[src/rtl/cnn_pkg.sv]
// Shared CNN loader types and constants.
// Kernel byte counts, conv type codes, loader FSM states.
package cnn_pkg;

    localparam int KERNEL_3X3_BYTES = 9;
    localparam int KERNEL_1X1_BYTES = 1;
    localparam int CH_NUM           = 8;

    localparam logic CONV_3X3 = 1'b0;
    localparam logic CONV_1X1 = 1'b1;

    typedef enum logic [2:0] {
        IDLE,
        FILL,
        EMIT,
        WRITE,
        DONE
    } ld_state_e;

    function automatic logic [3:0] kernel_bytes(input logic conv);
        return (conv == CONV_1X1) ? 4'(KERNEL_1X1_BYTES)
                                  : 4'(KERNEL_3X3_BYTES);
    endfunction

endpackage

[src/rtl/weight_kernel_stage.sv]
// Staging store for one kernel (up to 9 bytes).
// Ports: i_clk/i_rst_n, write port (i_we, i_widx, i_wbyte), read mux (i_ridx -> o_rbyte).
module weight_kernel_stage
    import cnn_pkg::*;
(
    input  logic       i_clk,
    input  logic       i_rst_n,
    input  logic       i_we,
    input  logic [3:0] i_widx,
    input  logic [7:0] i_wbyte,
    input  logic [3:0] i_ridx,
    output logic [7:0] o_rbyte
);

    logic [7:0] r_mem [KERNEL_3X3_BYTES];

    always_ff @(posedge i_clk or negedge i_rst_n) begin
        if (!i_rst_n) begin
            for (int i = 0; i < KERNEL_3X3_BYTES; i++) begin
                r_mem[i] <= '0;
            end
        end else if (i_we && (i_widx < 4'(KERNEL_3X3_BYTES))) begin
            r_mem[i_widx] <= i_wbyte;
        end
    end

    assign o_rbyte = (i_ridx < 4'(KERNEL_3X3_BYTES)) ? r_mem[i_ridx] : 8'h00;

endmodule

[src/rtl/weight_stream_loader.sv]
// Weight byte-stream loader: stages a kernel, replays it as a gap-free
// burst, then strobes wr_en with wr_addr/ch_cnt. Inputs: sclk, s_rst_n,
// start, conv_type_in, kernel_num, s_data/s_valid. Outputs: s_ready,
// weight_data_in/_vld, wr_en, wr_addr, ch_cnt, conv_type, busy, done.
module weight_stream_loader #(
    parameter  int ADDR_W = 8,
    parameter  int CH_NUM = 8,
    localparam int CH_W   = $clog2(CH_NUM)
) (
    input  logic              sclk,
    input  logic              s_rst_n,
    input  logic              start,
    input  logic              conv_type_in,
    input  logic [ADDR_W:0]   kernel_num,
    input  logic [7:0]        s_data,
    input  logic              s_valid,
    output logic              s_ready,
    output logic [7:0]        weight_data_in,
    output logic              weight_data_in_vld,
    output logic              wr_en,
    output logic [ADDR_W-1:0] wr_addr,
    output logic [CH_W-1:0]   ch_cnt,
    output logic              conv_type,
    output logic              busy,
    output logic              done
);

    import cnn_pkg::*;

    ld_state_e         r_state;
    ld_state_e         w_next;
    logic              r_conv;
    logic [ADDR_W:0]   r_knum;
    logic [ADDR_W:0]   w_knum_m1;
    logic [3:0]        r_byte_cnt;
    logic [3:0]        r_emit_cnt;
    logic [ADDR_W-1:0] r_addr;
    logic [CH_W-1:0]   r_ch;
    logic [7:0]        r_data;
    logic              r_vld;
    logic              r_wr_en;
    logic              r_busy;
    logic              r_done;
    logic [3:0]        w_k;
    logic              w_acc;
    logic              w_last_byte;
    logic              w_last_emit;
    logic              w_last_kernel;
    logic              w_ch_wrap;
    logic [3:0]        w_ridx;
    logic [7:0]        w_rbyte;

    assign w_k           = kernel_bytes(r_conv);
    assign w_acc         = (r_state == FILL) && s_valid;
    assign w_last_byte   = w_acc && (r_byte_cnt == w_k - 4'd1);
    assign w_last_emit   = (r_state == EMIT) && (r_emit_cnt == w_k - 4'd1);
    assign w_knum_m1     = r_knum - {{ADDR_W{1'b0}}, 1'b1};
    assign w_ch_wrap     = (r_ch == CH_W'(CH_NUM - 1));
    assign w_last_kernel = ({1'b0, r_addr} == w_knum_m1) && w_ch_wrap;
    // Look one byte ahead so the replay register is loaded in time.
    assign w_ridx        = (r_state == EMIT) ? r_emit_cnt + 4'd1 : 4'd0;

    weight_kernel_stage u_stage (
        .i_clk   (sclk),
        .i_rst_n (s_rst_n),
        .i_we    (w_acc),
        .i_widx  (r_byte_cnt),
        .i_wbyte (s_data),
        .i_ridx  (w_ridx),
        .o_rbyte (w_rbyte)
    );

    always_ff @(posedge sclk or negedge s_rst_n) begin
        if (!s_rst_n) r_state <= IDLE;
        else          r_state <= w_next;
    end

    always_comb begin
        w_next = r_state;
        case (r_state)
            IDLE: begin
                if (start) w_next = (kernel_num == '0) ? DONE : FILL;
            end
            FILL: begin
                if (w_last_byte) w_next = EMIT;
            end
            EMIT: begin
                if (w_last_emit) w_next = WRITE;
            end
            WRITE: begin
                w_next = w_last_kernel ? DONE : FILL;
            end
            DONE: begin
                w_next = IDLE;
            end
            default: begin
                w_next = IDLE;
            end
        endcase
    end

    always_ff @(posedge sclk or negedge s_rst_n) begin
        if (!s_rst_n) begin
            r_conv     <= 1'b0;
            r_knum     <= '0;
            r_byte_cnt <= '0;
            r_emit_cnt <= '0;
            r_addr     <= '0;
            r_ch       <= '0;
            r_data     <= '0;
            r_vld      <= 1'b0;
            r_wr_en    <= 1'b0;
            r_busy     <= 1'b0;
            r_done     <= 1'b0;
        end else begin
            r_vld   <= (w_next == EMIT);
            r_wr_en <= (w_next == WRITE);
            r_done  <= (w_next == DONE);
            r_busy  <= (w_next != IDLE);
            if ((r_state == IDLE) && start) begin
                r_conv     <= conv_type_in;
                r_knum     <= kernel_num;
                r_byte_cnt <= '0;
                r_emit_cnt <= '0;
                r_addr     <= '0;
                r_ch       <= '0;
            end
            if (w_acc) begin
                r_byte_cnt <= w_last_byte ? 4'd0 : r_byte_cnt + 4'd1;
            end
            // A 1-byte kernel is still being written; bypass the stage.
            if (w_last_byte) begin
                r_data     <= (w_k == 4'd1) ? s_data : w_rbyte;
                r_emit_cnt <= '0;
            end else if (r_state == EMIT) begin
                r_emit_cnt <= r_emit_cnt + 4'd1;
                if (!w_last_emit) r_data <= w_rbyte;
            end
            if (r_state == WRITE) begin
                if (w_last_kernel) begin
                    r_addr <= '0;
                    r_ch   <= '0;
                end else begin
                    r_ch <= w_ch_wrap ? '0 : r_ch + 1'b1;
                    if (w_ch_wrap) r_addr <= r_addr + 1'b1;
                end
            end
        end
    end

    assign s_ready            = (r_state == FILL);
    assign weight_data_in     = r_data;
    assign weight_data_in_vld = r_vld;
    assign wr_en              = r_wr_en;
    assign wr_addr            = r_addr;
    assign ch_cnt             = r_ch;
    assign conv_type          = r_conv;
    assign busy               = r_busy;
    assign done               = r_done;

endmodule

[config.mk]
export PLATFORM = sky130hd
export DESIGN_NAME = weight_stream_loader
export DESIGN_NICKNAME = d
export VERILOG_FILES = /design/src/rtl/cnn_pkg.sv /design/src/rtl/weight_kernel_stage.sv /design/src/rtl/weight_stream_loader.sv
export SDC_FILE = /design/constraint.sdc
export NUM_CORES = 1
export LEC_CHECK = 0
export ABC_AREA = 1
export BUFFER_PORTS_ARGS = -buffer_cell sky130_fd_sc_hd__buf_4
export CORE_UTILIZATION = 52
export CTS_CLUSTER_SIZE = 12
export DETAILED_ROUTE_END_ITERATION = 10
export PLACE_DENSITY = 0.77
export SLEW_MARGIN = 20
export SYNTH_ARGS = -nofsm -noshare
export SYNTH_HDL_FRONTEND = slang
export SYNTH_SLANG_ARGS = --single-unit
[constraint.sdc]
create_clock -name sclk -period 1.8 [get_ports sclk]
set_clock_uncertainty 0.05 [all_clocks]
set_input_delay 0.27 -clock sclk [delete_from_list [all_inputs] [get_ports sclk]]
set_output_delay 0.27 -clock sclk [all_outputs]
set_load 0.1 [all_outputs]
## Word-level counts from Yosys, hierarchy flattened

Cells that the tools add are included.
W data, S select, Z words.

- Flip-flop bits (word level): 116
- Input port bits: 22
- Output and inout bits: 25
- Word-level logic and storage cells: 93

- $add $sub $neg: 6
- Magnitude comparators: 5
- Equal/unequal tests: 12
- Mux-type cells: 32
- Bitwise operators: 2
- Reduce and logical (&&, ||, !) cells: 15

Operator list:

| cell | count |
|---|---|
| $mux W8 | 12 |
| $bwmux W72 | 1 |
| $bmux W8 S4 | 1 |
| $demux W8 S4 | 1 |
| $mux W4 | 7 |
| $mux W3 | 9 |
| $eq A3 B2 Y1 const B | 4 |
| $pmux W3 S4 | 1 |
| $ge A5 B5 Y1 const B | 2 |
| $not A4 Y5 | 2 |
| $eq A8 B9 Y1 | 1 |
| $logic_not A9 Y1 | 1 |
| $sub A9 B1 Y9 const B | 1 |
| $add A4 B1 Y4 const B | 2 |
| $add A8 B1 Y8 const B | 1 |
| $eq A4 B4 Y1 | 2 |
| $lt A4 B4 Y1 const B | 2 |
| $logic_and A1 B1 Y1 | 7 |
| $eq A3 B3 Y1 const B | 2 |
| $reduce_bool A2 Y1 | 3 |
| $reduce_bool A3 Y1 | 2 |
| $lt A5 B1 Y1 const B | 1 |
| $eq A4 B1 Y1 const B | 1 |
| $sub A4 B1 Y4 const B | 1 |
| other kinds (5) | 5 |

## Logic depth before layout (Yosys ltp)

- Depth after elaboration: 10
- Depth in mapped cells: 15
- Gate-level depth less buffers: 15

## Hierarchy

Synthesis repeated with hierarchy kept, for this count alone.

- Cells, all modules: 748
- Area total of the unflattened synthesis: 5,940.7 µm²

By module, submodules not included:

| module | instances | cells an instance | area an instance (µm²) | sequential area each (µm²) |
|---|---|---|---|---|
| weight_kernel_stage | 1 | 416 | 3,405.8 | 1,801.7 |
| weight_stream_loader | 1 | 332 | 2,534.9 | 1,101.1 |

## Worst setup path before layout

Ideal clock, no wire load.

- Path kind: register -> register
- Start point: register r_ch[0], in the netlist ch_cnt[0]
- End point: register r_addr[3], in the netlist wr_addr[3]
- Setup time: 130 ps
- Arrival time: 2,433 ps
- Data required time: 1,620 ps
- Setup slack: -813 ps
- Cell stages (with the launch flop): 14
- Buffers on the path: 0
- Clock period less this slack: 2,613 ps
- Cell sequence: dfrtp_1 > ha_1 > ha_1 > inv_1 > a21oi_1 > nand3_1 > nor2_1 > nand3_1 > nor2_1 > nand2_1 > nand2_1 > inv_1 > nand2_1 > o21ai_0

- Longest elaborated chain between the ends: 4
- Elaborated cells on any way between the ends: 5
- Classes of those cells: 1 x eq/ne; 3 x mux; 1 x reduce/logical

RTL lines:

| item | line | text |
|---|---|---|
| from (decl) | weight_stream_loader.sv:38 | `logic [CH_W-1:0] r_ch;` |
| from (signal assigned) | weight_stream_loader.sv:144 | `r_ch <= w_ch_wrap ? '0 : r_ch + 1'b1;` |
| $eq A3 B3 Y1 (*) | weight_stream_loader.sv:58 | `assign w_ch_wrap = (r_ch == CH_W'(CH_NUM - 1));` |
| $mux W8 / $logic_and A1 B1 Y1 (equally long branches) | weight_stream_loader.sv:145, weight_stream_loader.sv:59 |  |
| $mux W8 (*) | weight_stream_loader.sv:140 | `if (w_last_kernel) begin` |
| $mux W8 (*) | weight_stream_loader.sv:139 | `if (r_state == WRITE) begin` |
| to (signal assigned) | weight_stream_loader.sv:145 | `if (w_ch_wrap) r_addr <= r_addr + 1'b1;` |
| to (decl) | weight_stream_loader.sv:37 | `logic [ADDR_W-1:0] r_addr;` |

Mark *: on every way between the ends. The rest lies on a longest branch, timed or not.
A chain may end at the register's enable or synchronous reset.

## Worst setup path in the final report

- Start point: register r_knum[3]
- End point: register r_addr[0], in the netlist wr_addr[0]

- Longest elaborated chain between the ends: 5

RTL lines:

| item | line | text |
|---|---|---|
| from (decl) | weight_stream_loader.sv:33 | `logic [ADDR_W:0] r_knum;` |
| from (signal assigned) | weight_stream_loader.sv:122 | `r_knum <= kernel_num;` |
| $sub A9 B1 Y9 | weight_stream_loader.sv:57 | `assign w_knum_m1 = r_knum - {{ADDR_W{1'b0}}, 1'b1};` |
| $eq A8 B9 Y1 | weight_stream_loader.sv:59 | `assign w_last_kernel = ({1'b0, r_addr} == w_knum_m1) && w_ch_wrap;` |
| $logic_and A1 B1 Y1 | weight_stream_loader.sv:59 |  |
| $mux W8 | weight_stream_loader.sv:140 |  |
| $mux W8 | weight_stream_loader.sv:139 |  |

No other way between the ends.

==> flow_metrics.tcl <==
set metrics [dict create \
    insertion_delay_ns 0.42 \
    routed_via_density 5.956 \
    required_ns 2.05 \
    die_h_um 108.3 \
    min_period_over_period 1.128 \
    cap_violations 0 \
    area_growth_pct 39.45 \
    crit_path_start_kind "flip-flop" \
    die_w_um 108.3 \
    synth-main-ff-cell "dfrtp_1" \
    ant_nets 0 \
    path_clk_slew_ns 0.06 \
    io_pins 47 \
    hold_end "r_knum[5]" \
    seqPwrFrac 0.309 \
    tightest_slew_ns 0.4591 \
    maxSlewHeadroom 0.6939 \
    clock-sinks 116 \
    root_buffer "clkbuf_16" \
    drc_errors 0 \
    synth_xor_area_frac 0.008942 \
    holdPathStages 3 \
    switching_share 0.4440 \
    p_int_w 0.007993 \
    drt-met1-wl_mm 7.167 \
    yosys_warnings 0 \
    syn_area_mm2 0.005877 \
    firstDrtPassIters 5 \
    ys_ff_latch 116 \
    reg2reg_from "r_knum[3]" \
    fin_crit_ns 2.030 \
    synth_edf_count 0 \
    p_switching_w 0.006383 \
    cp.arrival_ns 2.28 \
    diodes 0 \
    start_util 0.5374 \
    place_area_mm2 0.006907 \
    synthAdderAreaFrac 0.02342 \
    core_mm2 0.01094 \
    drt_wl_total_mm 18.77 \
    drt_iter0_drc 723 \
    nets 892 \
    maxUsedRoutingLayer "met4" \
    ir_drop_v 0.001398 \
    row_count 38 \
    setup_violations 83 \
    cts.path.max_buffers 2 \
    grt_max_degree 43 \
    grt_pass1_wl_mm 26.62 \
    r2r_slack_ns -0.23 \
    async_reset_ff_frac 1.000 \
    grt_pass1_vias 5522 \
    port_buffers 46 \
    violations "negative setup slack" \
    max_freq_ghz 0.4927 \
    p_clk_frac 0.219 \
    synth_compound_area_frac 0.1324 \
    htree_levels 4 \
    cp_max_fo 5 \
    yosys-mux-area-fraction 0 \
    wl_met2_mm 9.379 \
    crit_type "reg2reg" \
    gp_congestion 0.8963 \
    setup_ws_ns -0.2296 \
    syn_nets 763 \
    synth_top_family_by_area "simple AND/OR/NAND/NOR gates" \
    routedWlPerCell_um 18.54 \
    worstRegToRegCells 11 \
    powerDensity_mw_per_mm2 1754 \
    min_from "kernel_num[5]" \
    endpoint_kind "flip-flop" \
    synthSimpleGateAreaFrac 0.2766 \
    dr_wl_met3_mm 1.510 \
    netlist_instances 730 \
    p_comb_frac 0.472 \
    final_core_util 0.7494 \
    synth_cell_types 33 \
    ys_seq_area_frac 0.4939 \
    drive_above_1_share 0.3383 \
    fin_tns_setup_ns -5.605 \
    hold_viol 0 \
    fin_area_mm2 0.008195 \
    cts_tree "built" \
    dp_hpwl_mm 10.81 \
    grt_overflow 0 \
    worst_hold_path_type "in2reg" \
    numCtsBuffers 17 \
    worstReg2RegEnd "wr_addr[0]" \
    rsz0062_at_grt "yes" \
    die_area_mm2 0.01173 \
    report.final.slew_viol_count 0 \
    track_usage 0.2991 \
    grt_antenna_before_repair 0 \
    vias 6027 \
    power.leakage_nw 3.884 \
    syn_avg_cell_area_um2 8.051 \
    outcome "complete, but fails checks" \
]
## layout make-up
class / count / area, um^2
clock buffer: 19 / 442.9
sequential: 116 / 2923
tap: 140 / 175.2
timing repair buffer: 127 / 1189
fill: 674 / 2740
multi-input combinational: 525 / 3057
inverter: 72 / 297.8
clock inverter: 13 / 111.4
## metrics by stage
stage | hold slack (ns) | total power, W | std cells | setup WS [ns]
final | 0.002365 | 0.01438 | 1012 | -0.2296
after global routing | 0.005549 | 0.01508 | 1012 | -0.2613
after CTS | 0.001042 | 0.01330 | 997 | -0.1547
after detailed placement | 0.1933 | 0.009761 | 955 | -0.1632
after global placement | 0.1916 | 0.009526 | 955 | -0.09967
after floorplan | -0.07559 | 0.008010 | 730 | -0.5416
## layer usage
| layer | vias up | GRT usage |
|---|---|---|
| met3 | 83 | 0.05787 |
| met2 | 392 | 0.5032 |
| met5 | - | 0 |
| li1 | 2668 | - |
| met4 | 0 | 0.1226 |
| met1 | 2884 | 0.3785 |
## Yosys cell counts, types with 4 or more instances
master,count,share of area
nand2_1,217,0.14
dfrtp_1,116,0.49
o21ai_0,107,0.091
nand3_1,79,0.067
inv_1,64,0.041
nor2_1,40,0.026
a21oi_1,14,0.012
buf_2,11,0.0094
ha_1,11,0.023
o22ai_1,8,0.0085
o211ai_1,6,0.0077
a21oi_2,5,0.0075
inv_2,5,0.0032
nand4_1,5,0.0053
buf_4,4,0.0051
nor2_2,4,0.0043
## power groups by stage
stage          Clock, W  Sequential, W  Combinational, W
6_report        0.00315        0.00444           0.00679
5_1_grt         0.00327        0.00452           0.00729
4_1_cts         0.00314        0.00430           0.00586
3_5_place_dp          0        0.00432           0.00544
3_3_place_gp          0        0.00427           0.00525
2_1_floorplan         0        0.00521           0.00280
## logic make-up after synthesis
logic type | Yosys count
adders and majority gates | 11
and+or+nand+nor | 361
buffers and inverters | 91
DFF | 116
xor gates and xnor gates | 6
AOI/OAI and AO/OA | 145
## placed cells by master, fill, tap and decap left out, drive strengths merged
| cell type | instances |
|---|---|
| clkinv | 11 |
| o31ai | 2 |
| nor2 | 52 |
| clkbuf | 20 |
| nand3 | 81 |
| dfrtp | 116 |
| inv | 69 |
| o22ai | 8 |
| a21oi | 19 |
| a22o | 1 |
| xor2 | 3 |
| nor3 | 5 |
| xnor2 | 3 |
| nand2 | 220 |
| dlygate4sd3 | 1 |
| o211ai | 6 |
| bufinv | 1 |
| buf | 125 |
| ha | 11 |
| o21ai | 109 |
| clkinvlp | 4 |
| nand4 | 5 |
## registers in the layout (all words and copies together) (netlist names)
signal	flops
conv_type	1
r_byte_cnt	4
weight_data_in_vld	1
wr_en	1
wr_addr	8
done	1
r_emit_cnt	4
r_state	3
ch_cnt	3
busy	1
u_stage.r_mem	72
weight_data_in	8
r_knum	9
## worst max-delay path: stages (launching register included)
cell and delay [ns]:
dfrtp_1 0.43, nor2_1 0.23, nand2_1 0.15, nor2_1 0.13, nor2_1 0.08, nor2_2 0.17
nand3_2 0.13, nor2_4 0.16, nand2_4 0.08, nand2_4 0.11, buf_4 0.12, o22ai_2 0.05
## worst max path at each step
stage	from	endpoint	cells past startpoint
global placement	r_emit_cnt[0]	weight_data_in[5]	10
global route	r_knum[3]	wr_addr[0]	11
floorplan	r_state[0]	weight_data_in[6]	10
detailed placement	r_knum[0]	wr_addr[3]	13
CTS	r_knum[0]	busy	12
finish	r_knum[3]	wr_addr[0]	11
## what timing repair did
| item | 4_1_cts | 5_1_grt |
|---|---|---|
| gates resized for setup | 41 | 128 |
| pin swaps | 17 | 27 |
| cloned | 1 | 4 |
| hold buffers | 1 | 0 |
| setup endpoints to repair | 22 | 94 |
| setup buffers | 8 | 12 |
| hold endpoints to repair | 25 | 0 |
(Power assumes the default switching activity.)
